===== src/rtl/seg_scan.sv =====
// Multiplexed 8-digit seven-segment scanner with blanking dead-time.
// Define SEG_SCAN_SNAPSHOT_EN to latch all patterns once per frame.
module seg_scan #(
  parameter int DIV   = 1000,
  parameter int BLANK = 16
) (
  input  logic       clk,
  input  logic       rst,
  input  logic       en,
  input  logic [7:0] segR0,
  input  logic [7:0] segR1,
  input  logic [7:0] segR2,
  input  logic [7:0] segR3,
  input  logic [7:0] segL0,
  input  logic [7:0] segL1,
  input  logic [7:0] segL2,
  input  logic [7:0] segL3,
  output logic [7:0] seg_out,
  output logic [7:0] dig_sel,
  output logic       frame_tick
);

  localparam int MX = (DIV > BLANK) ? DIV : BLANK;
  localparam int CW = $clog2(MX) + 1;
  localparam logic [CW-1:0] DIV_END   = CW'(DIV - 1);
  localparam logic [CW-1:0] BLANK_END = CW'(BLANK - 1);

  typedef enum logic {S_BLANK, S_SHOW} state_t;

  state_t        state, state_n;
  logic [CW-1:0] cnt, cnt_n;
  logic [2:0]    idx, idx_n;
  logic [7:0]    seg_n, dig_n;
  logic          tick_n;
  logic          enter_show;
  logic [63:0]   live;
  logic [7:0]    pat_enter, pat_show;

  assign live = {segL3, segL2, segL1, segL0,
                 segR3, segR2, segR1, segR0};

  assign enter_show = en && (state == S_BLANK)
                      && (cnt == BLANK_END);

`ifdef SEG_SCAN_SNAPSHOT_EN
  logic [63:0] snap;

  // Digit 0 is loaded straight from the inputs being captured.
  assign pat_enter = (idx == 3'd0) ? live[7:0]
                     : snap[{idx, 3'b000} +: 8];
  assign pat_show  = snap[{idx, 3'b000} +: 8];

  always_ff @(posedge clk) begin
    if (rst)
      snap <= '0;
    else if (enter_show && idx == 3'd0)
      snap <= live;
  end
`else
  assign pat_enter = live[{idx, 3'b000} +: 8];
  assign pat_show  = live[{idx, 3'b000} +: 8];
`endif

  always_comb begin
    state_n = state;
    cnt_n   = cnt + 1'b1;
    idx_n   = idx;
    seg_n   = '0;
    dig_n   = '0;
    tick_n  = 1'b0;
    if (!en) begin
      state_n = S_BLANK;
      cnt_n   = '0;
      idx_n   = '0;
    end else begin
      unique case (state)
        S_BLANK: begin
          if (cnt == BLANK_END) begin
            state_n = S_SHOW;
            cnt_n   = '0;
            dig_n   = 8'b1 << idx;
            seg_n   = pat_enter;
            tick_n  = (idx == 3'd0);
          end
        end
        S_SHOW: begin
          if (cnt == DIV_END) begin
            state_n = S_BLANK;
            cnt_n   = '0;
            idx_n   = idx + 3'd1;
          end else begin
            dig_n = 8'b1 << idx;
            seg_n = pat_show;
          end
        end
      endcase
    end
  end

  always_ff @(posedge clk) begin
    if (rst) begin
      state      <= S_BLANK;
      cnt        <= '0;
      idx        <= '0;
      seg_out    <= '0;
      dig_sel    <= '0;
      frame_tick <= 1'b0;
    end else begin
      state      <= state_n;
      cnt        <= cnt_n;
      idx        <= idx_n;
      seg_out    <= seg_n;
      dig_sel    <= dig_n;
      frame_tick <= tick_n;
    end
  end

endmodule


===== config.mk =====
export PLATFORM = sky130hd
export DESIGN_NAME = seg_scan
export DESIGN_NICKNAME = d
export VERILOG_FILES = /design/src/rtl/seg_scan.sv
export SDC_FILE = /design/constraint.sdc
export NUM_CORES = 1
export LEC_CHECK = 0
export ABC_AREA = 1
export CORE_MARGIN = 2
export CORE_UTILIZATION = 40
export CTS_BUF_LIST = sky130_fd_sc_hd__clkbuf_16
export CTS_CLUSTER_DIAMETER = 150
export DETAILED_ROUTE_END_ITERATION = 10
export GPL_TIMING_DRIVEN = 0
export PLACE_DENSITY = 0.78
export SYNTH_ARGS = -nofsm -noshare
export SYNTH_HDL_FRONTEND = slang
export SYNTH_SLANG_ARGS = --single-unit

===== constraint.sdc =====
create_clock -name clk -period 2 [get_ports clk]
set_input_delay 0.6 -clock clk [delete_from_list [all_inputs] [get_ports clk]]
set_output_delay 0.6 -clock clk [all_outputs]
set_load 0.02 [all_outputs]

==> flow_metrics.tcl, run 1 <==
set metrics [dict create \
    drt_wl_total_um 5584 \
    outcome "completed" \
    cts_made_buffers 5 \
    syn_avg_cell_area_um2 6.615 \
    fp.dieW_um 73.97 \
    fin_cells 454 \
    cts_resized 0 \
    dieArea_mm2 0.005471 \
    clockRootBuffer "clkbuf_16" \
    cts_max_level 2 \
    worst_slew_pin_slew_ns 0.4943 \
    vdd_drop_max_uv 328.4 \
    min_period_ns 1.823 \
    critical_path.max_fanout 1 \
    yosys_warnings 0 \
    period_share 0.9117 \
    antenna_found_initial 0 \
    hold_viol_final 0 \
    vias_per_cell 4.764 \
    stdcell_area_mm2 0.003035 \
    netlist_area_mm2 0.001958 \
    wl_per_cell_um 12.30 \
    die_h_um 73.97 \
    place_congestion 0.9256 \
    ys_seq_area_frac 0.3272 \
    finClkSkew_ns 0.003912 \
    placed_cell_area_mm2 0.002873 \
    arrival_ns 1.22 \
    ys_ff_latch 32 \
    synthToLayoutAreaGrowth_pct 55.02 \
    core-area_mm2 0.004723 \
    ys_types 24 \
    hold_path.class "reg -> reg" \
    start_util 0.4146 \
    num_antenna_cells 0 \
    syn-num-nets 370 \
    slew_headroom 0.6705 \
    track_usage 0.2012 \
    grt_max_degree 12 \
    drc_errors 0 \
    clk_pin_slew_ns 0.05 \
    path_buf_inv 1 \
    fin_tns_setup_ns 0 \
    drt_iter0_markers 132 \
    crit_slowest_cell "clkdlybuf4s50_1" \
    final_util 0.6426 \
    rsz0062_at_grt "no" \
    dr.pass1.iters 5 \
    nets 460 \
    endpoint_kind "output pin" \
    clockBufferDepth 2 \
    path_cells "clkdlybuf4s50_1" \
    timing_worst_setup_path_type "reg -> out" \
    post_cts_buffers 0 \
    grt_pass1_wl_um 8493 \
    p_per_area_mw_per_mm2 546.7 \
    dp.final_hpwl_um 4311 \
    total_leakage_power_nw 1.223 \
    drv_slew 0 \
    maxCapViolations 0 \
    numClockSinks 32 \
    fillCellCount 421 \
    ant_nets 0 \
    cts_tree "done" \
    syn_inst 296 \
    overflow 0 \
    cp.required_ns 1.40 \
    clkLatencyLatePin_ns 0.27 \
    max_stage_delay_ns 0.63 \
    setup_viol 0 \
    fmax_ghz 0.5484 \
    start_kind "flop" \
    cts_hold_buf 0 \
    ios 84 \
    finalPower_mw 1.660 \
    port_buffers 83 \
    drive_gt1_frac 0.1085 \
    grt_pass1_vias 1865 \
    path_delay_family "buffers and inverters" \
    row_count 25 \
    placedCellCount 446 \
    vias 2163 \
]
[registers in the layout (all words and copies together), names as in the netlist]
register and count:
cnt 11, state 1, seg_out 8, frame_tick 1, dig_sel 8, idx 3
[path summary, 6_finish.rpt]
| check | start | end | slack [ns] | cells after the start |
|---|---|---|---|---|
| worst max-delay path | seg_out[3]$_SDFF_PP0_ | seg_out[3] | 0.18 | 1 |
| worst min-delay path | cnt[0]$_SDFF_PP0_ | cnt[0]$_SDFF_PP0_ | 0.49 | 1 |
| worst max register to register | idx[1]$_SDFFE_PP0P_ | seg_out[0]$_SDFF_PP0_ | 0.38 | 7 |
| worst min register to register | cnt[0]$_SDFF_PP0_ | cnt[0]$_SDFF_PP0_ | 0.49 | 1 |
[cell usage after synthesis (all sizes together)]
cell	instances	area, um2
buf	10	77.57
dfxtp	32	640.6
clkbuf	4	17.52
nand4	1	6.260
o21ai	33	165.2
nor3	2	10.01
nand2	43	178.9
xor2	3	26.28
nor2	114	520.5
ha	7	87.58
xnor2	1	8.760
inv	17	63.81
o21bai	2	15.01
nand3	27	140.1
[cells in the final DEF, fill, tap and decap left out, types with 2 or more instances in the layout]
cell,n
nor2_1,99
clkdlybuf4s50_1,83
nand2_1,38
dfxtp_1,32
o21ai_0,31
nand3_1,26
inv_1,14
nor2_4,11
buf_2,7
ha_1,7
clkbuf_16,5
nand2_2,4
nor2_2,4
inv_2,3
xor2_1,3
buf_6,2
clkbuf_2,2
clkbuf_1,2
o21bai_1,2
nor3_1,2
o21ai_1,2
clkinv_1,2
[routing by layer]
layer | vias to the layer above | GRT usage | wire, um
li1 | 1110 | - | -
met1 | 951 | 0.2708 | 2439
met2 | 91 | 0.3304 | 2663
met3 | 11 | 0.03388 | 384
met4 | 0 | 0.06263 | 97
met5 | - | 0 | 0
[layout make-up]
type	instances	area [um2]	area share
multi-input cells	233	1159	0.3817
well taps	67	83.83	0.02762
inverters	17	63.81	0.02102
clock buffers	5	125.1	0.04122
repair buffers	83	830.8	0.2737
flip-flops and latches	32	640.6	0.2110
clock inverters	3	37.54	0.01237
plain buffers	14	95.09	0.03133
[power by group]
group	total (mW)	switching (mW)	internal [mW]
clock network	0.833	0.255	0.577
logic	0.184	0.0539	0.130
registers	0.643	0.00228	0.641
[metrics by stage]
| stage | hold slack (ns) | setup WS [ns] |
|---|---|---|
| floorplan | 0.4525 | 0.6107 |
| global placement | 0.4734 | 0.09584 |
| detailed placement | 0.4851 | 0.05338 |
| CTS | 0.4970 | 0.1544 |
| global route | 0.5259 | 0.1508 |
| finish | 0.4922 | 0.1766 |
[cells by family after synthesis]
family	after synthesis	synth area share
buffers and inverters	31	0.08115
AO/OA/AOI/OAI	35	0.09201
adder cells (fa/ha/maj)	7	0.04473
AND/OR/NAND/NOR	187	0.4371
flip-flops	32	0.3272
XOR/XNOR	4	0.01789
(Power assumes the default switching activity.)
==> run 2: changes to the inputs <==
--- a/config.mk
+++ b/config.mk
@@ -6,13 +6,14 @@
 export NUM_CORES = 1
 export LEC_CHECK = 0
 export ABC_AREA = 1
+export CAP_MARGIN = 10
 export CORE_MARGIN = 2
 export CORE_UTILIZATION = 40
 export CTS_BUF_LIST = sky130_fd_sc_hd__clkbuf_16
 export CTS_CLUSTER_DIAMETER = 150
 export DETAILED_ROUTE_END_ITERATION = 10
 export GPL_TIMING_DRIVEN = 0
-export PLACE_DENSITY = 0.78
+export PLACE_DENSITY = 0.76
 export SYNTH_ARGS = -nofsm -noshare
 export SYNTH_HDL_FRONTEND = slang
 export SYNTH_SLANG_ARGS = --single-unit
==> flow_metrics.tcl, run 2 (synthesis gave the netlist of run 1 again) <==
set metrics [dict create \
    wl_met1_um 2435 \
    clkLatencyLatePin_ns 0.28 \
    core-area_mm2 0.004723 \
    period_share 0.8993 \
    nets 460 \
    row_count 25 \
    stdcell_area_mm2 0.003005 \
    wl_met2_um 2497 \
    grt_pass1_vias 1952 \
    grt_pass1_wl_um 8742 \
    num_antenna_cells 0 \
    met3RoutedLength_um 382 \
    port_buffers 83 \
    path_delay_family "buffers and inverters" \
    die_h_um 73.97 \
    finClkSkew_ns 0.006524 \
    maxCapViolations 0 \
    finalPower_mw 1.517 \
    cts_max_level 2 \
    layout.cells.most_common_list "99 x nor2_1, 83 x clkdlybuf4s50_1, 38 x nand2_1" \
    path_cells "clkdlybuf4s50_1" \
    timing_worst_setup_path_type "reg -> out" \
    critical_path.max_fanout 1 \
    grt_max_degree 12 \
    cts_made_buffers 5 \
    clk_pin_slew_ns 0.05 \
    dp.final_hpwl_um 4210 \
    place_congestion 0.8392 \
    drive_gt1_frac 0.1062 \
    antenna_found_initial 0 \
    track_usage 0.2119 \
    setup_slack_ns 0.2014 \
    hold_path.class "reg -> reg" \
    numClockSinks 32 \
    crit_slowest_cell "clkdlybuf4s50_1" \
    endpoint_kind "output pin" \
    largest_register_ffs 11 \
    arrival_ns 1.20 \
    regMostFlops "cnt" \
    vias 2168 \
    clockBufferDepth 2 \
    drc_errors 0 \
    fin_tns_setup_ns 0 \
    cts_hold_buf 0 \
    setup_viol 0 \
    clockRootBuffer "clkbuf_16" \
    whs_ns 0.4939 \
    fmax_ghz 0.5560 \
    top_layer_used "met4" \
    cts_resized 0 \
    fp.dieW_um 73.97 \
    max_stage_delay_ns 0.62 \
    cts_tree "done" \
    slew_headroom 0.6610 \
    start_kind "flop" \
    placed_cell_area_mm2 0.002873 \
    vias_per_cell 4.786 \
    min_period_ns 1.799 \
    worst_slew_pin_slew_ns 0.5084 \
    drv_slew 0 \
    drt_iter0_markers 124 \
    dr.pass1.iters 4 \
    p_per_area_mw_per_mm2 504.7 \
    cp.required_ns 1.40 \
    synthToLayoutAreaGrowth_pct 53.48 \
    reg_top3 "cnt x11, dig_sel x8, seg_out x8" \
    dieArea_mm2 0.005471 \
    total_leakage_power_nw 1.209 \
    wl_per_cell_um 11.99 \
    hold_viol_final 0 \
    rsz0062_at_grt "no" \
    final_common_cell "nor2_1" \
    dp_slack_ns 0.05988 \
    outcome "completed" \
    drt_wl_total_um 5433 \
    overflow 0 \
    start_util 0.4146 \
    ant_nets 0 \
    post_cts_buffers 0 \
    ios 84 \
    path_buf_inv 1 \
    vdd_drop_max_uv 309.9 \
]
[run 2: cell type report]
cell class | instances | area (um2)
fillers | 461 | 1718
multi-input cells | 233 | 1159
repair buffers | 83 | 830.8
flip-flops and latches | 32 | 640.6
clock buffers | 5 | 125.1
plain buffers | 14 | 95.09
well taps | 67 | 83.83
inverters | 17 | 63.81
clock inverters | 2 | 7.507
[run 2: worst register-to-register path: stages (launching register included)]
cell and delay [ns]:
dfxtp_1 0.41, ha_1 0.22, nand2_2 0.11, nor2_1 0.16, nand3_1 0.08, nand2_1 0.07
nand2_2 0.07, nand2_4 0.10, buf_12 0.18, nor2_4 0.05
[run 2: power breakdown]
part           internal, mW  leakage, nW  switching, mW
logic                 0.130        0.887         0.0514
clock network         0.443       0.0648          0.249
registers             0.641        0.258        0.00235
total                  1.21         1.21          0.303
[run 2: path summary, 6_finish.rpt]
check	startpoint	end	slack, ns	depth (start not counted)
max	seg_out[6]$_SDFF_PP0_	seg_out[6]	0.20	1
min	cnt[0]$_SDFF_PP0_	cnt[0]$_SDFF_PP0_	0.49	1
max reg2reg	cnt[0]$_SDFF_PP0_	dig_sel[2]$_SDFF_PP0_	0.44	9
min reg2reg	cnt[0]$_SDFF_PP0_	cnt[0]$_SDFF_PP0_	0.49	1
[run 2: routing by layer]
metal / up-vias / track usage
li1: 1110 / -
met1: 973 / 0.2833
met2: 77 / 0.3214
met3: 8 / 0.05556
met4: 0 / 0.09495
met5: - / 0
[run 2: per-stage QoR]
step                std cells    util
floorplan                 296       -
global placement          446  0.6082
CTS                       453  0.6363
global route              453  0.6363
detailed placement        446  0.6082
finish                    453  0.6363
==> run 3: changes to the inputs <==
--- a/config.mk
+++ b/config.mk
@@ -13,7 +13,7 @@
 export CTS_CLUSTER_DIAMETER = 150
 export DETAILED_ROUTE_END_ITERATION = 10
 export GPL_TIMING_DRIVEN = 0
-export PLACE_DENSITY = 0.76
+export PLACE_DENSITY_LB_ADDON = 0.3
 export SYNTH_ARGS = -nofsm -noshare
 export SYNTH_HDL_FRONTEND = slang
 export SYNTH_SLANG_ARGS = --single-unit
==> flow_metrics.tcl, run 3 (synthesis gave the netlist of run 1 again) <==
set metrics [dict create \
    endpoint_kind "output pin" \
    finClkSkew_ns 0.008685 \
    start_util 0.4146 \
    fin_tns_setup_ns 0 \
    row_count 25 \
    core-area_mm2 0.004723 \
    switching_share 0.1986 \
    grt_pass1_wl_um 8459 \
    p_per_area_mw_per_mm2 504.7 \
    clockBufferDepth 2 \
    fmax_ghz 0.5562 \
    max_stage_delay_ns 0.63 \
    dr.pass1.iters 4 \
    layout.cells.most_common_list "99 x nor2_1, 83 x clkdlybuf4s50_1, 38 x nand2_1" \
    cts_hold_buf 0 \
    synthToLayoutAreaGrowth_pct 53.55 \
    rsz0062_at_grt "no" \
    whs_ns 0.4935 \
    seq_power_share 0.424 \
    worst_slew_pin_slew_ns 0.5124 \
    outcome "completed" \
    regMostFlops "cnt" \
    reg_top3 "cnt x11, dig_sel x8, seg_out x8" \
    finalPower_mw 1.517 \
    vias 2140 \
    reg2regPathDepth 9 \
    drv_slew 0 \
    fin_cells 453 \
    clkLatencyLatePin_ns 0.27 \
    cts_made_buffers 5 \
    track_usage 0.2033 \
    placedCellCount 446 \
    setup_viol 0 \
    wl_met1_um 2454 \
    total_leakage_power_nw 1.215 \
    ant_nets 0 \
    crit_path_end "seg_out[5]" \
    path_buf_inv 1 \
    dieArea_mm2 0.005471 \
    drc_errors 0 \
    p_comb_frac 0.120 \
    reg2reg_from "cnt[0]$_SDFF_PP0_" \
    internal_power_mw 1.216 \
    cts_tree "done" \
    largest_register_ffs 11 \
    timing_worst_setup_path_type "reg -> out" \
    num_antenna_cells 0 \
    crit_slowest_cell "clkdlybuf4s50_1" \
    grt_max_degree 12 \
    nets 460 \
    clockRootBuffer "clkbuf_16" \
    overflow 0 \
    slew_headroom 0.6584 \
    arrival_ns 1.20 \
    vdd_drop_max_uv 436.5 \
    r2r_setup_slack_ns 0.39 \
    met3RoutedLength_um 319 \
    antenna_found_initial 0 \
    hold_viol_final 0 \
    fp.dieW_um 73.97 \
    hold_path.class "reg -> reg" \
    top_layer_used "met4" \
    start_kind "flop" \
    port_buffers 83 \
    drt_wl_total_um 5440 \
    wl_per_cell_um 12.01 \
    clk_pin_slew_ns 0.05 \
    setup.worst_path.start "seg_out[5]$_SDFF_PP0_" \
    critical_path.max_fanout 1 \
    cts_resized 0 \
    drive_gt1_frac 0.1088 \
    die_h_um 73.97 \
    cts_max_level 2 \
    min_period_ns 1.798 \
    ios 84 \
    switchingPower_uw 301.4 \
    path_delay_family "buffers and inverters" \
    maxCapViolations 0 \
    cp.depth 1 \
    vias_per_cell 4.724 \
    grt_pass1_vias 1972 \
    numClockSinks 32 \
    dp.final_hpwl_um 4271 \
    final_common_cell "nor2_1" \
    wl_met2_um 2553 \
    clkPwrFrac 0.456 \
    reg2reg_to "seg_out[2]$_SDFF_PP0_" \
    period_share 0.8989 \
    cp.required_ns 1.40 \
    post_cts_buffers 0 \
    place_congestion 0.8881 \
    path_cells "clkdlybuf4s50_1" \
    drt_iter0_markers 170 \
]
## run 3: cell types whose count changed in the layout (fill, tap and decap cells not counted), sizes merged
cell and delta:
clkinv -1, inv +1
## run 3: per-stage QoR
stage          utilization  cell area [um2]  setup WS, ns
2_1_floorplan            -             1958        0.6107
3_3_place_gp        0.6082             2873       0.09536
3_5_place_dp        0.6082             2873       0.02830
4_1_cts             0.6366             3007        0.1958
5_1_grt             0.6366             3007        0.1700
6_report            0.6366             3007        0.2022
## run 3: power by group through the flow
| stage | clock, mW | sequential, mW | combinational (mW) |
|---|---|---|---|
| floorplan | 0 | 0.655 | 0.0450 |
| global placement | 0 | 0.656 | 0.180 |
| detailed placement | 0 | 0.656 | 0.182 |
| CTS | 0.696 | 0.643 | 0.182 |
| global route | 0.727 | 0.643 | 0.197 |
| finish | 0.692 | 0.643 | 0.182 |
## run 3: worst min-delay path by stage
| stage | start | end | slack, ns | depth (start not counted) |
|---|---|---|---|---|
| after global placement | cnt[0]$_SDFF_PP0_ | cnt[0]$_SDFF_PP0_ | 0.48 | 1 |
| final | cnt[0]$_SDFF_PP0_ | cnt[0]$_SDFF_PP0_ | 0.49 | 1 |
| after CTS | cnt[0]$_SDFF_PP0_ | cnt[0]$_SDFF_PP0_ | 0.50 | 1 |
| after detailed placement | cnt[0]$_SDFF_PP0_ | cnt[0]$_SDFF_PP0_ | 0.49 | 1 |
| after global routing | cnt[0]$_SDFF_PP0_ | cnt[0]$_SDFF_PP0_ | 0.58 | 1 |
| after floorplan | cnt[0]$_SDFF_PP0_ | cnt[0]$_SDFF_PP0_ | 0.45 | 1 |
## run 3: cell type report
cell class,instances,area (um2)
plain buffers,14,95.09
clock buffers,5,125.1
clock inverters,2,8.758
fillers,426,1717
inverters,17,63.81
multi-input cells,233,1159
flip-flops and latches,32,640.6
well taps,67,83.83
repair buffers,83,830.8
## run 3: metal layers
layer,track usage,vias up
li1,-,1110
met1,0.2527,948
met2,0.3393,71
met3,0.05420,11
met4,0.07273,0
met5,0,-
